--- src/rtl/ex_mem_stage_reg.sv ---
// EX/MEM pipeline register: valid/ready handshake with a 2-entry skid buffer, flush and bubble masking.
// Optional PERF_CNT_EN macro adds saturating stall/bubble cycle counters.
module ex_mem_stage_reg #(
    parameter int unsigned DATA_W = 32,
    parameter int unsigned REG_W  = 5,
    parameter int unsigned CTRL_W = 4
) (
    input  logic              clk,
    input  logic              reset,
    input  logic              flush,
    input  logic              in_valid,
    output logic              in_ready,
    input  logic [DATA_W-1:0] alu_out,
    input  logic              alu_zero,
    input  logic [DATA_W-1:0] store_data,
    input  logic [REG_W-1:0]  dest_reg,
    input  logic [DATA_W-1:0] branch_tgt,
    input  logic [CTRL_W-1:0] ctrl_in,
    output logic              out_valid,
    input  logic              out_ready,
    output logic [DATA_W-1:0] alu_out_q,
    output logic              alu_zero_q,
    output logic [DATA_W-1:0] store_data_q,
    output logic [REG_W-1:0]  dest_reg_q,
    output logic [DATA_W-1:0] branch_tgt_q,
    output logic [CTRL_W-1:0] ctrl_q,
    output logic              stage_active
`ifdef PERF_CNT_EN
    ,
    output logic [31:0]       stall_cnt,
    output logic [31:0]       bubble_cnt
`endif
);

    typedef struct packed {
        logic [DATA_W-1:0] alu;
        logic              zero;
        logic [DATA_W-1:0] store;
        logic [REG_W-1:0]  dest;
        logic [DATA_W-1:0] tgt;
        logic [CTRL_W-1:0] ctrl;
    } beat_t;

    // Encoding is {main valid, skid valid}.
    typedef enum logic [1:0] {
        StEmpty = 2'b00,
        StOne   = 2'b10,
        StFull  = 2'b11
    } state_e;

    state_e state_q, state_d;
    beat_t  m_q, m_d;
    beat_t  s_q, s_d;
    beat_t  in_beat;

    logic m_valid;
    logic s_valid;
    logic accept;
    logic handoff;

    always_comb begin
        in_beat = '{
            alu:   alu_out,
            zero:  alu_zero,
            store: store_data,
            dest:  dest_reg,
            tgt:   branch_tgt,
            ctrl:  ctrl_in
        };
        m_valid  = (state_q == StOne) || (state_q == StFull);
        s_valid  = (state_q == StFull);
        // in_ready depends only on the skid flop, so out_ready never reaches it combinationally.
        in_ready = !s_valid;
        accept   = in_valid && in_ready;
        handoff  = m_valid && out_ready;
    end

    always_comb begin
        state_d = state_q;
        m_d     = m_q;
        s_d     = s_q;
        if (flush) begin
            // Data registers keep their contents; only the valid state is killed.
            state_d = StEmpty;
        end else begin
            unique case (state_q)
                StEmpty: begin
                    if (accept) begin
                        m_d     = in_beat;
                        state_d = StOne;
                    end
                end
                StOne: begin
                    if (accept && handoff) begin
                        m_d = in_beat;
                    end else if (accept) begin
                        s_d     = in_beat;
                        state_d = StFull;
                    end else if (handoff) begin
                        state_d = StEmpty;
                    end
                end
                StFull: begin
                    if (handoff) begin
                        m_d     = s_q;
                        state_d = StOne;
                    end
                end
                default: begin
                    state_d = StEmpty;
                end
            endcase
        end
    end

    always_ff @(posedge clk or negedge reset) begin
        if (!reset) begin
            state_q <= StEmpty;
            m_q     <= '0;
            s_q     <= '0;
        end else begin
            state_q <= state_d;
            m_q     <= m_d;
            s_q     <= s_d;
        end
    end

    always_comb begin
        out_valid    = m_valid;
        stage_active = m_valid;
        alu_out_q    = m_q.alu;
        alu_zero_q   = m_q.zero;
        store_data_q = m_q.store;
        dest_reg_q   = m_q.dest;
        branch_tgt_q = m_q.tgt;
        ctrl_q       = m_valid ? m_q.ctrl : '0;
    end

`ifdef PERF_CNT_EN
    logic        started_q, started_d;
    logic [31:0] stall_q, stall_d;
    logic [31:0] bubble_q, bubble_d;

    always_comb begin
        started_d = started_q || (accept && !flush);
        stall_d   = stall_q;
        bubble_d  = bubble_q;
        if (m_valid && !out_ready && (stall_q != 32'hFFFF_FFFF)) begin
            stall_d = stall_q + 32'd1;
        end
        if (started_q && !m_valid && (bubble_q != 32'hFFFF_FFFF)) begin
            bubble_d = bubble_q + 32'd1;
        end
    end

    always_ff @(posedge clk or negedge reset) begin
        if (!reset) begin
            started_q <= 1'b0;
            stall_q   <= '0;
            bubble_q  <= '0;
        end else begin
            started_q <= started_d;
            stall_q   <= stall_d;
            bubble_q  <= bubble_d;
        end
    end

    assign stall_cnt  = stall_q;
    assign bubble_cnt = bubble_q;
`endif

endmodule

--- config.mk ---
export PLATFORM = sky130hd
export DESIGN_NAME = ex_mem_stage_reg
export DESIGN_NICKNAME = d
export VERILOG_FILES = /design/src/rtl/ex_mem_stage_reg.sv
export SDC_FILE = /design/constraint.sdc
export NUM_CORES = 1
export LEC_CHECK = 0
export CORE_ASPECT_RATIO = 1.5
export CORE_MARGIN = 2
export CORE_UTILIZATION = 50
export CTS_BUF_LIST = sky130_fd_sc_hd__clkbuf_4
export DETAILED_ROUTE_END_ITERATION = 7
export GPL_ROUTABILITY_DRIVEN = 0
export GPL_TIMING_DRIVEN = 0
export PLACE_DENSITY = 0.77
export SLEW_MARGIN = 20
export SYNTH_ARGS = -nofsm -noshare
export SYNTH_HDL_FRONTEND = slang
export SYNTH_SLANG_ARGS = --single-unit
--- constraint.sdc ---
create_clock -name clk -period 3.21 [get_ports clk]
set_input_delay 0.642 -clock clk [delete_from_list [all_inputs] [get_ports clk]]
set_output_delay 0.642 -clock clk [all_outputs]
set_load 0.01 [all_outputs]
======== After elaboration in Yosys (flattened, before gate mapping) ========
Cells that the tools add are included.
word-level totals
  bits in registers ....................... 214
  input port bits ......................... 111
  output and inout bits ................... 109
  logic and storage cells ................. 46
operators by class
  eq/ne operators ......................... 9
  mux-type cells .......................... 12
  bitwise logic cells ..................... 2
  reduce and logical (&&, ||, !) cells .... 10
operators with widths
  operator                                                         count
  106-bit 2-to-1 mux                                               3
  106-bit one-hot mux with 3 select lines                          1
  2-bit 2-to-1 mux                                                 6
  4-bit AND reduction                                              2
  3-bit != test, second input constant                             2
  2-bit one-hot mux with 3 select lines                            1
  5-bit AND reduction                                              1
  2-bit == test, second input constant                             2
  4-bit 2-to-1 mux                                                 1
  2-bit by 1-bit != test with 1-bit output, second input constant  2
  4-bit != test, second input constant                             1
  1-bit logical AND                                                3
  3-bit by 2-bit != test with 1-bit output, second input constant  1
  3-bit nonzero test                                               1
  2-bit logical NOT                                                1
  2-bit != test, second input constant                             1
  1-bit inverter                                                   2
  1-bit logical NOT                                                1
  1-bit logical OR                                                 1

======== Depth between registers and ports, before layout ========
  word-level depth ........................ 8
  depth in mapped cells ................... 9
  depth with buffers taken out ............ 6

======== Least setup slack after synthesis ========
OpenSTA, ideal clock, no wires.
  path kind ............................... flip-flop to flip-flop
  start ................................... register state_q[0]
  end ..................................... register m_q (netlist bit branch_tgt_q[23])
  arrival time ............................ 1.924 ns
  slack ................................... 1.161 ns
  cell stages (with the launch flop) ...... 9
  cell sequence ........................... dfrtp_1 ha_1 buf_6 nand2b_4 a221o_1 buf_2 buf_6 buf_6 mux2_4
between the ends
  word-level cells in the longest chain between the ends .. 6
  elaborated cells on any way between the ends .. 14
  classes of those cells .................. 5 x eq/ne; 1 x mux; 8 x reduce/logical
ends and longest elaborated chain
  item                                                       line        RTL
  from (decl)                                                51          state_e state_q, state_d;
  from (signal assigned)                                     118         state_q <= StEmpty;
  from (signal assigned)                                     122         state_q <= state_d;
  2-bit == test, on equally long branches                    70, 71, 86
  1-bit logical NOT or 1-bit logical OR (tied branches)      73, 70
  1-bit logical AND, on equally long branches                74, 75
  1-bit logical AND                                          94          if (accept && handoff) begin
  2-bit by 1-bit != test with 1-bit output (no source line)  n/a
  5-bit AND reduction (no source line)                       n/a
  to (signal assigned)                                       123         m_q <= m_d;
  to (decl)                                                  52          beat_t m_q, m_d;
Parallel ways exist; a longest one is shown, timed or not.
A chain may end at the register's enable or synchronous reset.

======== Worst setup path in the final report ========
  start ................................... register state_q[0]
  end ..................................... output port stage_active
between the ends
  word-level cells in the longest chain between the ends .. 2
  elaborated cells on any way between the ends .. 3
  classes of those cells .................. 2 x eq/ne; 1 x reduce/logical
ends and longest elaborated chain
  item                line  RTL
  2-bit == test       70    m_valid = (state_q == StOne) || (state_q == StFull);
  1-bit logical OR *  70
  to (decl)           27    output logic stage_active
Every way passes the cells marked *; elsewhere a longest branch is shown, timed or not.

==> flow_summary.ini <==
[logic_synthesis]
synth_ff_type = dfrtp_1
synth_top_area_frac = 0.520
synth_cells = 702
yosys.cell_types.count = 22
synthArstFlopShare = 1.00
avgSynthCellArea_um2 = 14.7
ys_seq_area_frac = 0.520
synth-edff-count = 0
yosysWarningCount = 0
synthesis.area_mm2 = 0.0103
post-synth-top-count-cell = mux2_2
synth_seq_cells = 214
netlist_top_cells_count = mux2_2, dfrtp_1, buf_4
synthTopCellsByArea = dfrtp_1, mux2_2, buf_4, mux2_4, buf_2
syn_nets = 818
yosysTopAreaCell = dfrtp_1

[detailed_routing]
dr.pass1.iters = 4
drt-total-wl_um = 20700
avgViaCountPerCell = 4.89
drtAntennaViolNets = 0
drc = 0
first_iter_violations = 164
routedWlPerCell_um = 16.2
vias = 6242

[clocking]
clock_latency_ns = 0.65
cts_sinks = 214
clock-root-buffer = clkbuf_4
path_clk_slew_ns = 0.06
htree_levels = 2
cts_tree = built
clock_path_buffers = 3
cts_made_buffers = 54

[worst_setup_path]
cp_top_family = buffers and inverters
path_cells = inv_1, ha_1, nor2_2, inv_1, buf_4, clkdlybuf4s50_1
cp-start-kind = flip-flop
critPathMaxFanout = 6
end_kind = output pin
cp.arrival_ns = 2.38
crit_top_cell = inv_1
cp_data_required_time_ns = 2.57
cp_num_buf_inv = 4
crit_slowest_cell = clkdlybuf4s50_1
path_class = flip-flop to output pin
slowest_delay_ns = 0.47

[sta]
period_needed_ns = 3.02
tightest_slew_ns = 0.721
maxSlewViolCount = 0
fin_ws_ns = 0.192
finClkSkew_ns = 0.0399
hold_viol = 0
fin_crit_sh = 0.940
holdWs_ns = 0.501
max_clock_freq_ghz = 0.331
setup_viol_count_final = 0
rsz0062_at_grt = no
relSlewSlack = 0.519

[global_routing]
antenna_found_initial = 1
gr-total-overflow = 0
grt_max_degree = 94
grt_pass1_vias = 6824
grt_pass1_wl_um = 33600
grt_usage = 0.193

[power]
leakage_uw = 0.00598
finalPower_uw = 12100
power_density_mw_per_mm2 = 898
peakVddDrop_uv = 578

[floorplanning]
die_w_um = 121
start_util = 0.507
die_h_um = 180
row_count = 64
ioPinCount = 220
die_area_mm2 = 0.0218
core-area_mm2 = 0.0203

[placement]
port-buffer-count = 219
place_ws_ns = 0.259
place_area_mm2 = 0.0129
dp_hpwl_um = 14800

[layout]
final_util = 0.665
fill_cells = 1605
fin_nets = 1096
drive_gt1_frac = 0.526
final_area_mm2 = 0.0135
areaGrowthSynthToFinish_pct = 31.2

[worst_hold_path]
hold_path.class = flip-flop to flip-flop

[job]
drv_cap = 0

[outcome]
status = finished clean
==> worst register-to-register path, stage by stage (launching register included) <==
cell and delay, ns:
dfrtp_1 0.41, inv_1 0.11, ha_1 0.28, inv_1 0.12, nor4_4 0.61, buf_2 0.38, buf_4 0.26, mux2_2 0.35
==> layout make-up <==
| cell class | instances | area (um2) | area share |
|---|---|---|---|
| multi-input combinational | 346 | 3960 | 0.293 |
| inverter | 5 | 18.8 | 0.00139 |
| clock buffer | 77 | 578 | 0.0427 |
| buffer | 137 | 976 | 0.0721 |
| timing repair buffer | 222 | 2260 | 0.167 |
| clock inverter | 10 | 41.3 | 0.00305 |
| sequential | 214 | 5360 | 0.396 |
| tap | 264 | 330 | 0.0244 |
| antenna | 2 | 5.00 | 0.000370 |
==> cell families after synthesis <==
| group | Yosys count | synth area share |
|---|---|---|
| mux | 318 | 0.362 |
| compound gates | 6 | 0.00437 |
| fa+ha+maj | 5 | 0.00607 |
| flops | 214 | 0.520 |
| buf+inv | 142 | 0.0965 |
| simple gates | 17 | 0.0115 |
==> placed cells by master, fill, tap and decap left out <==
master | Yosys | routed
a221o_1 | 1 | 1
buf_1 | 4 | 4
buf_16 | 0 | 2
buf_2 | 15 | 15
buf_4 | 106 | 106
buf_6 | 6 | 6
buf_8 | 0 | 1
clkbuf_1 | 6 | 6
clkbuf_4 | 0 | 77
clkdlybuf4s50_1 | 0 | 218
clkinv_1 | 0 | 6
clkinv_2 | 0 | 3
dfrtp_1 | 214 | 214
diode_2 | 0 | 2
dlygate4sd3_1 | 0 | 1
ha_1 | 5 | 5
inv_1 | 5 | 5
inv_2 | 0 | 1
mux2_2 | 278 | 278
mux2_4 | 40 | 40
nand2_1 | 3 | 3
nand2b_1 | 1 | 1
nand2b_4 | 1 | 1
nand4_1 | 1 | 1
nand4b_1 | 1 | 1
nor2_1 | 2 | 1
nor2_2 | 0 | 1
nor2b_1 | 7 | 7
nor4_4 | 1 | 1
o21a_1 | 2 | 2
o21ai_0 | 1 | 1
o31ai_1 | 2 | 2
==> path summary, 6_finish.rpt <==
kind / start / end / slack, ns / cells past startpoint
worst max-delay path: state_q[0]$_DFFE_PN0P_ / stage_active / 0.19 / 6
worst min-delay path: s_q[16]$_DFFE_PN0P_ / s_q[16]$_DFFE_PN0P_ / 0.50 / 1
worst max register to register: state_q[0]$_DFFE_PN0P_ / s_q[104]$_DFFE_PN0P_ / 0.55 / 7
worst min register to register: s_q[16]$_DFFE_PN0P_ / s_q[16]$_DFFE_PN0P_ / 0.50 / 1
max in group asynchronous: reset / s_q[25]$_DFFE_PN0P_ / 1.49 / 4
min in group asynchronous: reset / store_data_q[18]$_DFFE_PN0P_ / 0.61 / 2
==> power breakdown <==
part           switching, uW  leakage (uW)  internal [uW]
registers                652       0.00256           4050
logic                   1690       0.00304           3620
clock network           1030      0.000380           1090
total                   3370       0.00598           8770
==> registers in the layout (all words and copies together), names as in the netlist <==
signal        flops
alu_out_q        32
alu_zero_q        1
branch_tgt_q     32
dest_reg_q        5
m_q               4
s_q             106
state_q           2
store_data_q     32
==> metrics by stage <==
stage / setup TNS, ns / cells
after floorplan: 0 / 702
after global placement: -1681.62 / 1185
after detailed placement: 0 / 1187
after CTS: 0 / 1275
after global routing: 0 / 1277
final: 0 / 1277
==> metal layers <==
metal	GRT usage	vias up	wire length, um
met1	0.214	3101	7920
met2	0.340	174	10700
li1	-	2938	-
met5	0	-	0
met4	0.0662	0	449
met3	0.0685	29	1550
==> timing repair <==
item | 4_1_cts | 5_1_grt
endpoints found under the setup margin | 1 | 0
resized for setup | 1 | 0
setup buffers | 0 | 0
hold buffers | 1 | 0
endpoints found under the hold margin | 53 | 0
No activity file was read; power rests on OpenSTA's default activity.
